--- src/rtl/scope_capture_if.sv ---
// Record write bus and ready/ack handshake between scope_capture and the
// display sample RAM / VGA renderer.
interface scope_capture_if #(
    parameter int unsigned ADDR_W = 9,
    parameter int unsigned OUT_W  = 8
);
    logic                  wr_en;
    logic [ADDR_W-1:0]     wr_addr;
    logic [2*OUT_W-1:0]    wr_data;
    logic                  frame_ready;
    logic                  frame_ack;

    modport master (
        output wr_en,
        output wr_addr,
        output wr_data,
        output frame_ready,
        input  frame_ack
    );

    modport slave (
        input  wr_en,
        input  wr_addr,
        input  wr_data,
        input  frame_ready,
        output frame_ack
    );
endinterface

--- src/rtl/scope_capture.sv ---
// Scope sample capture: strobe sync, decimation, 24->OUT_W scaling, level/slope
// trigger with auto timeout, and one-record write into the display sample RAM.
module scope_capture #(
    parameter int unsigned ADDR_W  = 9,
    parameter int unsigned OUT_W   = 8,
    parameter int unsigned TIMEOUT = 4096
) (
    input  logic             sysclk,
    input  logic             reset,
    input  logic             sample_strobe,
    input  logic [23:0]      snd_l,
    input  logic [23:0]      snd_r,
    input  logic             arm,
    input  logic             auto_mode,
    input  logic             trig_src,
    input  logic             trig_slope,
    input  logic [OUT_W-1:0] trig_level,
    input  logic [3:0]       decim,
    output logic [1:0]       state,
    scope_capture_if.master  rec
);
    typedef enum logic [1:0] {
        StIdle    = 2'd0,
        StArmed   = 2'd1,
        StCapture = 2'd2,
        StReady   = 2'd3
    } state_e;

    localparam int unsigned TW = $clog2(TIMEOUT + 1);

    state_e               state_q, state_d;
    logic [2:0]           sync_q;
    logic                 samp_vld_q;
    logic [OUT_W-1:0]     samp_l_q, samp_r_q;
    logic [3:0]           dec_cnt_q, dec_cnt_d;
    logic [3:0]           decim_q, decim_d;
    logic [TW-1:0]        to_cnt_q, to_cnt_d;
    logic [OUT_W-1:0]     prev_q, prev_d;
    logic                 have_prev_q, have_prev_d;
    logic [ADDR_W-1:0]    wptr_q, wptr_d;
    logic                 wr_en_q, wr_en_d;
    logic [ADDR_W-1:0]    wr_addr_q, wr_addr_d;
    logic [2*OUT_W-1:0]   wr_data_q, wr_data_d;
    logic                 frame_ready_q, frame_ready_d;

    logic                 strobe_event;
    logic [OUT_W-1:0]     disp_l, disp_r, cur;
    logic                 active, accept, hit, timed_out, enter_armed;
    logic                 unused_low;

    assign strobe_event = sync_q[1] & ~sync_q[2];

    // Offset-binary display value: top bits of the sample with the sign flipped.
    assign disp_l = {~snd_l[23], snd_l[22 -: OUT_W-1]};
    assign disp_r = {~snd_r[23], snd_r[22 -: OUT_W-1]};
    assign unused_low = ^{snd_l[23-OUT_W:0], snd_r[23-OUT_W:0]};

    always_ff @(posedge sysclk or posedge reset) begin
        if (reset) begin
            sync_q     <= '0;
            samp_vld_q <= 1'b0;
            samp_l_q   <= '0;
            samp_r_q   <= '0;
        end else begin
            sync_q     <= {sync_q[1:0], sample_strobe};
            samp_vld_q <= strobe_event;
            if (strobe_event) begin
                samp_l_q <= disp_l;
                samp_r_q <= disp_r;
            end
        end
    end

    always_ff @(posedge sysclk or posedge reset) begin
        if (reset) begin
            state_q       <= StIdle;
            dec_cnt_q     <= '0;
            decim_q       <= '0;
            to_cnt_q      <= '0;
            prev_q        <= '0;
            have_prev_q   <= 1'b0;
            wptr_q        <= '0;
            wr_en_q       <= 1'b0;
            wr_addr_q     <= '0;
            wr_data_q     <= '0;
            frame_ready_q <= 1'b0;
        end else begin
            state_q       <= state_d;
            dec_cnt_q     <= dec_cnt_d;
            decim_q       <= decim_d;
            to_cnt_q      <= to_cnt_d;
            prev_q        <= prev_d;
            have_prev_q   <= have_prev_d;
            wptr_q        <= wptr_d;
            wr_en_q       <= wr_en_d;
            wr_addr_q     <= wr_addr_d;
            wr_data_q     <= wr_data_d;
            frame_ready_q <= frame_ready_d;
        end
    end

    assign active    = (state_q == StArmed) || (state_q == StCapture);
    assign accept    = samp_vld_q && active && (dec_cnt_q == decim_q);
    assign cur       = trig_src ? samp_r_q : samp_l_q;
    assign hit       = have_prev_q &&
                       (trig_slope ? ((prev_q > trig_level) && (cur <= trig_level))
                                   : ((prev_q < trig_level) && (cur >= trig_level)));
    // to_cnt_q counts accepted samples before this one.
    assign timed_out = auto_mode && (to_cnt_q >= TW'(TIMEOUT - 1));

    always_comb begin
        state_d       = state_q;
        dec_cnt_d     = dec_cnt_q;
        decim_d       = decim_q;
        to_cnt_d      = to_cnt_q;
        prev_d        = prev_q;
        have_prev_d   = have_prev_q;
        wptr_d        = wptr_q;
        wr_en_d       = 1'b0;
        wr_addr_d     = wr_addr_q;
        wr_data_d     = wr_data_q;
        frame_ready_d = 1'b0;
        enter_armed   = 1'b0;

        // decim is only re-sampled at a wrap so a mid-record change waits for it.
        if (samp_vld_q && active) begin
            if (dec_cnt_q == decim_q) begin
                dec_cnt_d = '0;
                decim_d   = decim;
            end else begin
                dec_cnt_d = dec_cnt_q + 4'd1;
            end
        end

        unique case (state_q)
            StIdle: begin
                if (arm || auto_mode) begin
                    enter_armed = 1'b1;
                end
            end
            StArmed: begin
                if (accept) begin
                    prev_d      = cur;
                    have_prev_d = 1'b1;
                    if (to_cnt_q < TW'(TIMEOUT)) begin
                        to_cnt_d = to_cnt_q + TW'(1);
                    end
                    if (hit || timed_out) begin
                        state_d   = StCapture;
                        wr_en_d   = 1'b1;
                        wr_addr_d = '0;
                        wr_data_d = {samp_l_q, samp_r_q};
                        wptr_d    = ADDR_W'(1);
                    end
                end
            end
            StCapture: begin
                if (accept) begin
                    wr_en_d   = 1'b1;
                    wr_addr_d = wptr_q;
                    wr_data_d = {samp_l_q, samp_r_q};
                    wptr_d    = wptr_q + ADDR_W'(1);
                    if (&wptr_q) begin
                        state_d = StReady;
                    end
                end
            end
            StReady: begin
                frame_ready_d = ~rec.frame_ack;
                if (rec.frame_ack) begin
                    if (auto_mode) begin
                        enter_armed = 1'b1;
                    end else begin
                        state_d = StIdle;
                    end
                end
            end
        endcase

        if (enter_armed) begin
            state_d     = StArmed;
            dec_cnt_d   = '0;
            decim_d     = decim;
            to_cnt_d    = '0;
            prev_d      = '0;
            have_prev_d = 1'b0;
            wptr_d      = '0;
        end
    end

    assign state           = state_q;
    assign rec.wr_en       = wr_en_q;
    assign rec.wr_addr     = wr_addr_q;
    assign rec.wr_data     = wr_data_q;
    assign rec.frame_ready = frame_ready_q;
endmodule

--- src/flat_wrapper.sv ---
// flat-port wrapper written by rule: the top's interface ports become plain ports
module scope_capture_flat 
#(
    parameter int unsigned ADDR_W  = 9,
    parameter int unsigned OUT_W   = 8,
    parameter int unsigned TIMEOUT = 4096
)
  (sysclk, reset, sample_strobe, snd_l, snd_r, arm, auto_mode, trig_src, trig_slope, trig_level, decim, state, rec_wr_en, rec_wr_addr, rec_wr_data, rec_frame_ready, rec_frame_ack);
  scope_capture_if #(.ADDR_W(ADDR_W), .OUT_W(OUT_W)) rec_i ();
  input  logic sysclk;
  input  logic reset;
  input  logic sample_strobe;
  input  logic [23:0] snd_l;
  input  logic [23:0] snd_r;
  input  logic arm;
  input  logic auto_mode;
  input  logic trig_src;
  input  logic trig_slope;
  input  logic [OUT_W-1:0] trig_level;
  input  logic [3:0] decim;
  output logic [1:0] state;
  output wire logic [$bits(rec_i.wr_en)-1:0] rec_wr_en;
  output wire logic [$bits(rec_i.wr_addr)-1:0] rec_wr_addr;
  output wire logic [$bits(rec_i.wr_data)-1:0] rec_wr_data;
  output wire logic [$bits(rec_i.frame_ready)-1:0] rec_frame_ready;
  input wire logic [$bits(rec_i.frame_ack)-1:0] rec_frame_ack;
  assign rec_wr_en = rec_i.wr_en;
  assign rec_wr_addr = rec_i.wr_addr;
  assign rec_wr_data = rec_i.wr_data;
  assign rec_frame_ready = rec_i.frame_ready;
  assign rec_i.frame_ack = rec_frame_ack;
  scope_capture #(.ADDR_W(ADDR_W), .OUT_W(OUT_W), .TIMEOUT(TIMEOUT)) u_core (.sysclk(sysclk), .reset(reset), .sample_strobe(sample_strobe), .snd_l(snd_l), .snd_r(snd_r), .arm(arm), .auto_mode(auto_mode), .trig_src(trig_src), .trig_slope(trig_slope), .trig_level(trig_level), .decim(decim), .state(state), .rec(rec_i));
endmodule
--- config.mk ---
export PLATFORM = sky130hd
export DESIGN_NAME = scope_capture_flat
export DESIGN_NICKNAME = d
export VERILOG_FILES = /design/src/rtl/scope_capture_if.sv /design/src/rtl/scope_capture.sv /design/src/flat_wrapper.sv
export SDC_FILE = /design/constraint.sdc
export NUM_CORES = 1
export LEC_CHECK = 0
export CAP_MARGIN = 15
export CORE_MARGIN = 5
export CORE_UTILIZATION = 51
export CTS_CLUSTER_SIZE = 8
export DETAILED_ROUTE_END_ITERATION = 6
export PLACE_DENSITY = 0.87
export SLEW_MARGIN = 30
export SYNTH_ARGS = -nofsm -noshare
export SYNTH_HDL_FRONTEND = slang
export SYNTH_SLANG_ARGS = --single-unit
--- constraint.sdc ---
create_clock -name sysclk -period 3.2 [get_ports sysclk]
set_input_delay 0.32 -clock sysclk [delete_from_list [all_inputs] [get_ports sysclk]]
set_output_delay 0.32 -clock sysclk [all_outputs]
set_load 0.1 [all_outputs]
==> summary.txt, run 1 <==
Run status
  • Status: complete, but fails checks
  • Failing checks: setup timing

Synth
  • Post-Syn Area: 4480 um^2
  • Post-synthesis register bit count: slightly below 90
  • Synth warn: 0
  • Synth Instances: slightly above 400
  • Top cells by count, synth: dfrtp_1 (88), mux2_2 (34), inv_1 (27)
  • Top cell type's share of synthesized area: 0.492
  • Synth Area per Inst: 11.1 um^2
  • Cell taking the most area after synthesis: dfrtp_1
  • EDFF count, synth: 0
  • Sequential area share after synthesis: 0.492
  • Top cells by area, synth: dfrtp_1 (49%), mux2_2 (8.5%), ha_1 (7.3%), mux2_1 (2.8%), and3_1 (2.4%)
  • Cell with the most instances after synthesis: dfrtp_1
  • Synth unique cells: 50
  • Async SR Flop Fraction: 1.00
  • Synthesized Nets: 498
  • Ys flop type: dfrtp_1

Placement
  • HPWL after detailed placement: 7070 um
  • # port buffers: 64
  • GPL Wtd Cong: 0.866

CTS
  • TritonCTS clock tree: built
  • Clock Tree Root: clkbuf_8
  • Latest clock arrival within the worst-skew pair: 0.37 ns
  • Sink Count: 88
  • Clk buf depth: 2
  • Worst-path clk slew: approximately 0.090 ns
  • CTS Buf Count: 9
  • H-tree Lvls: 3

Power and ir drop
  • Peak VDD IR: 0.358 mV
  • Pwr Density: 809 nW/um^2
  • Leak pwr: 0.00263 uW

Routing
  • Routed len/inst: 17.9 um
  • Drt pass-1 iters: 4
  • DRC: 0
  • Routed wire length: 10700 um
  • Iteration-0 DRC Markers: 152
  • Vias: 3551
  • Final antenna-violating net count: 0
  • Vias/cell: 5.93

Floorplanning
  • Starting Density: 0.519
  • Die height: 104 um
  • FP Rows: 34
  • I/O pins: 97
  • Die ar.: 10800 um^2
  • DIE WIDTH: 104 um
  • Core footprint: 8640 um^2

Global route
  • Largest net degree at the start of global routing: 89
  • Number of global-route vias before repair: 3568
  • Global Route Usage Sum: 0.194
  • Global-route wire length before repair: 17400 um
  • GRT Residual Overflow: 0
  • Initial antenna violation count: 0

Timing
  • Worst-margin pin slew: approximately 1 ns
  • Hold Slack: 0.368 ns
  • Final WS setup: -0.0111 ns
  • Tmin final: ~3.2 ns
  • Hold Fails Final Rpt: 0
  • Final period util: 1.00
  • Peak Freq: 0.311 GHz
  • Final Max Tran Viols: 0
  • Worst clock skew: 0.0142 ns
  • # setup viols final: 1
  • Max transition margin: 0.344

Finish
  • Area delta synth->final: 27.6%
  • Fillers: 607
  • Final Util: 0.662
  • Layout cells sized above 1: 0.196
  • Nets: 580
  • N_diodes: 0

Flow run
  • Max-cap check violation count: 0

Setup path
  • Slowest cell on crit path: clkdlybuf4s50_1
  • Critical path class: in -> reg
  • CP Max Fanout: 9
  • Cell Chain, Critical Path: clkdlybuf4s50_1, buf_6, mux2_2, ha_1, nor2b_1, o211ai_1, a21oi_1, o2111a_2, a211oi_4, nor4_4, buf_4, buf_12, mux2_1
  • CP peak stage delay: about 0.47 ns
  • Arr. time, crit path: between 3 and 4 ns
  • Worst EP required: between 3 and 4 ns
  • Crit path max-delay family: compound AO/OA/AOI/OAI gates
  • Critical path buffers and inverters: 4
  • CP Capture Type: register
  • Startpoint types: input port

Worst hold path
  • Worst hold path class: in -> async
## repair_timing
item,in CTS,in global routing
pin swaps,1,4
gates resized for setup,0,13
hold endpoints to repair,0,0
cloned,1,0
setup buffers,1,3
endpoints found under the setup margin,1,29
hold buffers,0,0
## area by class of cell
type	count	area, um^2	area share
sequential	88	2200	0.385
multi-input combinational	275	2180	0.382
timing repair buffer	85	851	0.149
tap	108	135	0.0236
clock inverter	6	116	0.0204
inverter	27	103	0.0180
clock buffer	10	128	0.0223
## sequential cells by signal, summed over array words and instances (netlist names), 8 cells and up
signal,flops
u_core.rec.wr_addr,9
u_core.rec.wr_data,16
u_core.wptr_q,9
u_core.samp_r_q,8
u_core.samp_l_q,8
u_core.prev_q,8
u_core.to_cnt_q,13
## through the flow
| step | setup WS [ns] | cells | TNS (ns) | area, um^2 | power (uW) |
|---|---|---|---|---|---|
| detailed placement | -0.363 | 578 | -10.27 | 5340 | 3600 |
| floorplan | 0.00752 | 404 | 0 | 4480 | 3050 |
| finish | -0.0111 | 599 | -0.0111 | 5720 | 4620 |
| global route | -0.0402 | 599 | -0.346 | 5720 | 4860 |
| CTS | 0.0258 | 596 | 0 | 5620 | 4560 |
| global placement | -0.246 | 578 | -6.67 | 5340 | 3530 |
## logic make-up after synthesis
logic type               share of synthesized area
AO/OA/AOI/OAI                                0.123
XOR/XNOR                                    0.0235
adder cells (fa/ha/maj)                     0.0726
buffers and inverters                       0.0360
flip-flops                                   0.492
multiplexers                                 0.115
AND/OR/NAND/NOR                              0.138
## worst paths after layout
check	depth (start not counted)	slack, ns	end	start
min reg2reg	0	0.38	u_core.sync_q[1]$_DFF_PP0_	u_core.sync_q[0]$_DFF_PP0_
min	3	0.37	u_core.prev_q[0]$_DFFE_PP0P_	reset
max in group asynchronous	3	2.48	u_core.wptr_q[2]$_DFFE_PP0P_	reset
min in group sysclk	0	0.38	u_core.sync_q[1]$_DFF_PP0_	u_core.sync_q[0]$_DFF_PP0_
max	13	-0.01	u_core.rec.wr_data[11]$_DFFE_PP0P_	trig_src
max reg2reg	11	0.22	u_core.rec.wr_data[11]$_DFFE_PP0P_	u_core.samp_l_q[1]$_DFFE_PP0P_
## metal layers
| metal | up-vias | wire, um | global-route usage |
|---|---|---|---|
| li1 | 1630 | - | - |
| met1 | 1791 | 4480 | 0.252 |
| met2 | 97 | 5500 | 0.321 |
| met3 | 33 | 410 | 0.0367 |
| met4 | 0 | 354 | 0.0740 |
| met5 | - | 0 | 0 |
## tightest hold or removal path: stages
cell and delay, ns:
clkdlybuf4s50_1 0.41, clkinv_2 0.06, buf_12 0.37
## power by group
part	switching [uW]	leakage, uW	internal (uW)	total, uW
combinational	1390	0.00135	728	2120
clock	417	0.000121	525	942
sequential	213	0.00116	1350	1570
## cell usage in the layout, fill, tap and decap left out, drive strengths merged, types with 4 or more instances in the layout
cell type	count
buf	22
and3	17
dfrtp	88
nor3	6
o21a	5
inv	27
or3	4
clkbuf	10
a21oi	18
nor4	4
nand3	12
o2bb2ai	9
clkdlybuf4s50	62
xnor2	9
nor2	24
o21ai	15
nand4	11
a2bb2oi	5
mux2	45
a31o	7
ha	26
nor2b	6
nand2	19
Note: power is estimated with default switching activity, not from simulation.
==> run 2: changes to the inputs <==
- SLEW_MARGIN: 30 -> unset
- clock period: 3.2 -> 3.5 ns (I/O delays scaled with it)
==> run 2 against run 1 <==
Effect of this change: the flow now finishes without violations; worst setup slack improved by 0.26 ns; clock skew rose by 0.00081 ns; routed wire length fell by 5.6%; worst hold slack got worse by 0.0062 ns; critical path depth fell by 1; non-clock buffer count fell by 8; sequential cell count did not move; critical path type unchanged; highest routed layer unchanged.
==> summary.txt, run 2 (same netlist as run 1, synthesis figures left out) <==
Run status
  • Status: finished, final reports clean

Placement
  • HPWL after detailed placement: ~7400 um
  • # port buffers: 64
  • GPL Wtd Cong: 0.850
  • Placed Cells: 575
  • Pre-CTS setup slack: -0.0959 ns

CTS
  • CTS Buf Count: 9
  • Post-CTS sizing: 0
  • Worst-path clk slew: 0.10 ns
  • Clock Tree Root: clkbuf_8
  • Sink Count: 88
  • TritonCTS clock tree: built
  • Clk buf depth: 2
  • H-tree Lvls: 3
  • Post-CTS Setup Repair Bufs: 0
  • Cts hold-fix bufs: 0
  • Latest clock arrival within the worst-skew pair: 0.36 ns

Power and ir drop
  • Leak pwr: 0.00252 uW
  • Internal Power: 2200 uW
  • P_sw: 1810 uW
  • Sequential power share: 0.358
  • Pwr Density: ~730 nW/um^2
  • Peak VDD IR: 0.303 mV
  • Switching portion of total power: 0.451
  • Total chip power: 4010 uW
  • Power share of the clock group: 0.178
  • Proportion of power drawn by combinational gates: 0.465

Worst hold path
  • Worst hold path class: reg -> reg
  • Critical hold path startpoint: u_core.sync_q[0]$_DFF_PP0_
  • Hold Path End: u_core.sync_q[1]$_DFF_PP0_
  • Worst hold stages: 0

Routing
  • Routed len/inst: roughly 17 um
  • Routed wire length: approximately 10000 um
  • Iteration-0 DRC Markers: 211
  • Final antenna-violating net count: 0
  • DRC: 0
  • Vias: between 3000 and 4000
  • Vias/cell: ~6
  • Drt pass-1 iters: 4

Setup path
  • RR Endpoint: u_core.rec.wr_data[13]$_DFFE_PP0P_
  • Reg2Reg Setup Slack: around 0.54 ns
  • CP Max Fanout: 16
  • Startpoint types: input port
  • CP Capture Type: register
  • Critical R2R Launch: u_core.samp_r_q[1]$_DFFE_PP0P_
  • Critical path class: in -> reg
  • Worst EP required: 3.75 ns
  • R2R cell count: 10
  • Arr. time, crit path: 3.50 ns
  • Critical path startpoint: trig_src

Timing
  • # setup viols final: 0
  • Worst-margin pin slew: between 0.9 and 1 ns
  • Hold Fails Final Rpt: 0
  • Final period util: 0.928
  • Worst clock skew: approximately 0.015 ns
  • Peak Freq: 0.308 GHz
  • Final Max Tran Viols: 0
  • Final WS setup: 0.251 ns
  • Tmin final: ~3.2 ns
  • Total Negative Setup Slacks: 0 ns
  • Max transition margin: 0.332
  • RSZ-0062 raised after global routing: false

Finish
  • Area delta synth->final: 22.8%
  • Nets: 572
  • Multi-input logic area: roughly 2100 um^2
  • Number of flip-flops in the largest register: 16
  • N_diodes: 0
  • Reg area: about 2200 um^2
  • Commonest non-fill, non-tap cell in the layout: dfrtp_1
  • Layout cells sized above 1: 0.164
  • Most frequent cells in the layout: dfrtp_1 (88), clkdlybuf4s50_1 (64), mux2_2 (34)
  • Fillers: ~650
  • Post-Layout Cell Count: 591

Floorplanning
  • Die height: around 100 um
  • Core footprint: approximately 8600 um^2
  • FP Rows: 34
  • Die ar.: 10800 um^2
  • Starting Density: 0.519
  • I/O pins: 97
  • DIE WIDTH: 104 um

Global route
  • Global-route wire length before repair: 17000 um
  • GRT Residual Overflow: 0
  • Largest net degree at the start of global routing: 41
  • Initial antenna violation count: 0
  • Global Route Usage Sum: 0.190
  • Number of global-route vias before repair: around 3500

Flow run
  • Max-cap check violation count: 0
[run 2: metrics by stage]
step	hold slack (ns)	util	cell area (um^2)
detailed placement	0.341	0.614	5310
floorplan	0.331	-	4480
global placement	0.333	0.614	5310
CTS	0.364	0.637	5500
global route	0.377	0.637	5500
finish	0.362	0.637	5500
[run 2: worst max-delay path, stage by stage]
cell	delay [ns]
clkdlybuf4s50_1	0.46
buf_4	0.18
mux2_2	0.38
ha_1	0.30
nor2b_1	0.15
o211ai_1	0.21
a21oi_1	0.12
a221oi_2	0.26
a211oi_2	0.16
nor4_4	0.37
buf_12	0.21
mux2_1	0.35
[run 2: area by class of cell]
class                           count  share of cell area
Clock buffer                       10              0.0232
Tap cell                          108              0.0246
Inverter                           27              0.0186
Sequential cell                    88               0.400
Multi-Input combinational cell    275               0.385
Clock inverter                      6              0.0123
Timing Repair Buffer               77               0.136
[run 2: power groups by stage]
| stage | registers [uW] | clock network, uW | logic (uW) |
|---|---|---|---|
| detailed placement | 1450 | 0 | 1850 |
| finish | 1430 | 712 | 1860 |
| CTS | 1430 | 724 | 1860 |
| floorplan | 1980 | 0 | 810 |
| global placement | 1430 | 0 | 1790 |
| global route | 1470 | 767 | 1990 |
[run 2: worst max path at each step]
stage / end / slack (ns) / depth (start not counted)
final: u_core.rec.wr_data[13]$_DFFE_PP0P_ / 0.25 / 12
after detailed placement: u_core.rec.wr_data[13]$_DFFE_PP0P_ / -0.1 / 12
after CTS: u_core.rec.wr_data[13]$_DFFE_PP0P_ / 0.25 / 12
after floorplan: u_core.rec.wr_data[0]$_DFFE_PP0P_ / 0.28 / 10
after global routing: u_core.rec.wr_addr[1]$_DFFE_PP0P_ / 0.05 / 11
after global placement: u_core.rec.wr_data[7]$_DFFE_PP0P_ / -0.02 / 11
[run 2: routing by layer]
| metal | wire (um) | part of all wire | global-route usage | vias up |
|---|---|---|---|---|
| met5 | 0 | 0 | 0 | - |
| met4 | 250 | 0.025 | 0.0666 | 0 |
| met3 | 418 | 0.041 | 0.0442 | 21 |
| met2 | 5350 | 0.53 | 0.327 | 84 |
| met1 | 4120 | 0.41 | 0.233 | 1756 |
| li1 | - | - | - | 1599 |
==> run 3: changes to the inputs <==
- REMOVE_ABC_BUFFERS: unset -> 1
==> run 3 against run 2 <==
Effect of this change: via count is 2.9% lower; core utilization grew 0.28 points; sequential share of layout area shrank 0.17 points; clock-buffer cell count is 2 higher; register-to-register slack got worse by 0.08 ns; sequential power barely moved; combinational power barely moved; global-route usage down 0.73 points; first-iteration DRC count down 36%; non-clock buffer count did not move; clock skew is 0.0062 ns higher; design area rose by 0.43%; highest routed layer unchanged.
==> summary.txt, run 3 (same netlist as run 1, synthesis figures left out) <==
Setup path
  • CP peak stage delay: roughly 0.64 ns
  • CP Max Fanout: 13
  • Critical path buffers and inverters: 3
  • Arr. time, crit path: 3.48 ns
  • Critical path class: in -> reg
  • Cell Chain, Critical Path: clkdlybuf4s50_1, buf_12, mux2_2, ha_1, nand4_1, or2_1, a221oi_2, a211oi_2, buf_4, or4b_2, nand3_1
  • Slowest cell on crit path: or4b_2
  • Worst EP required: approximately 3.8 ns
  • Startpoint types: input port
  • R2R cell count: 7
  • Crit path max-delay family: simple AND/OR/NAND/NOR gates
  • CP Capture Type: register
  • Critical R2R Launch: u_core.state[1]$_DFFE_PP0P_
  • Reg2Reg Setup Slack: 0.46 ns
  • RR Endpoint: u_core.to_cnt_q[5]$_DFFE_PP0P_

Routing
  • Post-Route M1 WL: between 3000 and 4000 um
  • Wire length on met2: 4940 um
  • Routed wire length: 9590 um
  • Highest metal used: met4
  • Final antenna-violating net count: 0
  • Iteration-0 DRC Markers: roughly 140
  • Routed len/inst: 16.2 um
  • Vias: 3360
  • Met3 routed WL: 460 um
  • Vias/cell: 5.69
  • Drt pass-1 iters: 4
  • DRC: 0

CTS
  • H-tree Lvls: 3
  • TritonCTS clock tree: built
  • Post-CTS Setup Repair Bufs: 0
  • Clock Tree Root: clkbuf_8
  • Clk buf depth: 2
  • Latest clock arrival within the worst-skew pair: between 0.3 and 0.4 ns
  • Sink Count: 88
  • Worst-path clk slew: 0.10 ns
  • CTS Buf Count: 9

Global route
  • Global Route Usage Sum: 0.183
  • Number of global-route vias before repair: 3589
  • Initial antenna violation count: 0
  • Largest net degree at the start of global routing: 34
  • Global-route wire length before repair: around 17000 um
  • GRT Residual Overflow: 0

Finish
  • Commonest non-fill, non-tap cell in the layout: dfrtp_1
  • Number of flip-flops in the largest register: 16
  • Area delta synth->final: 23.4%
  • Fillers: 666
  • Nets: 572
  • Most frequent cells in the layout: dfrtp_1 (88), clkdlybuf4s50_1 (64), mux2_2 (34)
  • Layout cells sized above 1: 0.168
  • N_diodes: 0
  • Final Util: 0.640

Floorplanning
  • I/O pins: 97
  • Die height: 104 um
  • Starting Density: 0.519
  • Die ar.: 10800 um^2
  • DIE WIDTH: 104 um
  • FP Rows: 34
  • Core footprint: 8640 um^2

Worst hold path
  • Worst hold path class: in -> async

Timing
  • Hold Fails Final Rpt: 0
  • Peak Freq: 0.314 GHz
  • Worst clock skew: roughly 0.021 ns
  • Final WS setup: 0.312 ns
  • Final Max Tran Viols: 0
  • Hold Slack: 0.340 ns
  • Final period util: 0.911
  • Tmin final: roughly 3.2 ns
  • # setup viols final: 0
  • RSZ-0062 raised after global routing: false
  • Max transition margin: 0.337
  • Worst-margin pin slew: 0.991 ns

Placement
  • # port buffers: 64
  • Pre-CTS setup slack: -0.158 ns
  • HPWL after detailed placement: about 7000 um
  • GPL Wtd Cong: 0.911

Power and ir drop
  • Leak pwr: ~0.0025 uW
  • Pwr Density: 715 nW/um^2
  • Peak VDD IR: 0.314 mV

Run status
  • Status: finished, final reports clean

Flow run
  • Max-cap check violation count: 0
[run 3: cell types whose count changed in the layout (fill, tap and decap cells not counted)]
cell        delta
clkinv_4       +3
buf_12         +1
clkinv_2       -1
bufinv_16      -1
inv_6          -1
a31oi_2        +1
clkbuf_8       +3
a31oi_1        -1
buf_4          -1
clkbuf_1       -1
clkinvlp_4     -2
[run 3: worst max path at each step]
| stage | startpoint | cells past startpoint | endpoint |
|---|---|---|---|
| floorplan | u_core.state[0]$_DFFE_PP0P_ | 8 | u_core.to_cnt_q[8]$_DFFE_PP0P_ |
| global placement | trig_src | 10 | u_core.wptr_q[8]$_DFFE_PP0P_ |
| finish | trig_src | 11 | u_core.wptr_q[2]$_DFFE_PP0P_ |
| CTS | trig_src | 10 | u_core.wptr_q[1]$_DFFE_PP0P_ |
| global route | trig_src | 11 | u_core.rec.wr_addr[1]$_DFFE_PP0P_ |
| detailed placement | trig_src | 10 | u_core.wptr_q[1]$_DFFE_PP0P_ |
[run 3: what timing repair did]
action / CTS / global route
resized for setup: 0 / 1
endpoints found under the setup margin: 0 / 2
hold buffers: 0 / 0
[run 3: layout make-up]
| type | instances | area [um^2] | area share |
|---|---|---|---|
| Clock inverter | 4 | 35.0 | 0.00634 |
| Clock buffer | 12 | 165 | 0.0299 |
| Sequential cell | 88 | 2200 | 0.399 |
| Tap cell | 108 | 135 | 0.0245 |
| Inverter | 27 | 103 | 0.0186 |
| Multi-Input combinational cell | 275 | 2120 | 0.384 |
| Timing Repair Buffer | 77 | 763 | 0.138 |
[run 3: routing by layer]
layer | track usage | up-vias
met3 | 0.0354 | 17
met1 | 0.228 | 1640
met5 | 0 | -
met2 | 0.312 | 92
li1 | - | 1611
met4 | 0.0712 | 0
[run 3: where the power goes]
group	internal, uW	switching (uW)
registers	1240	193
clock network	323	370
logic	615	1220
[run 3: through the flow]
step | instances | setup TNS (ns) | power, uW | instance area, um^2
final | 591 | 0 | 3950 | 5530
after global placement | 575 | -0.260 | 3190 | 5320
after global routing | 591 | 0 | 4180 | 5530
after CTS | 591 | 0 | 3950 | 5520
after floorplan | 390 | 0 | 2770 | 4420
after detailed placement | 575 | -0.762 | 3260 | 5320
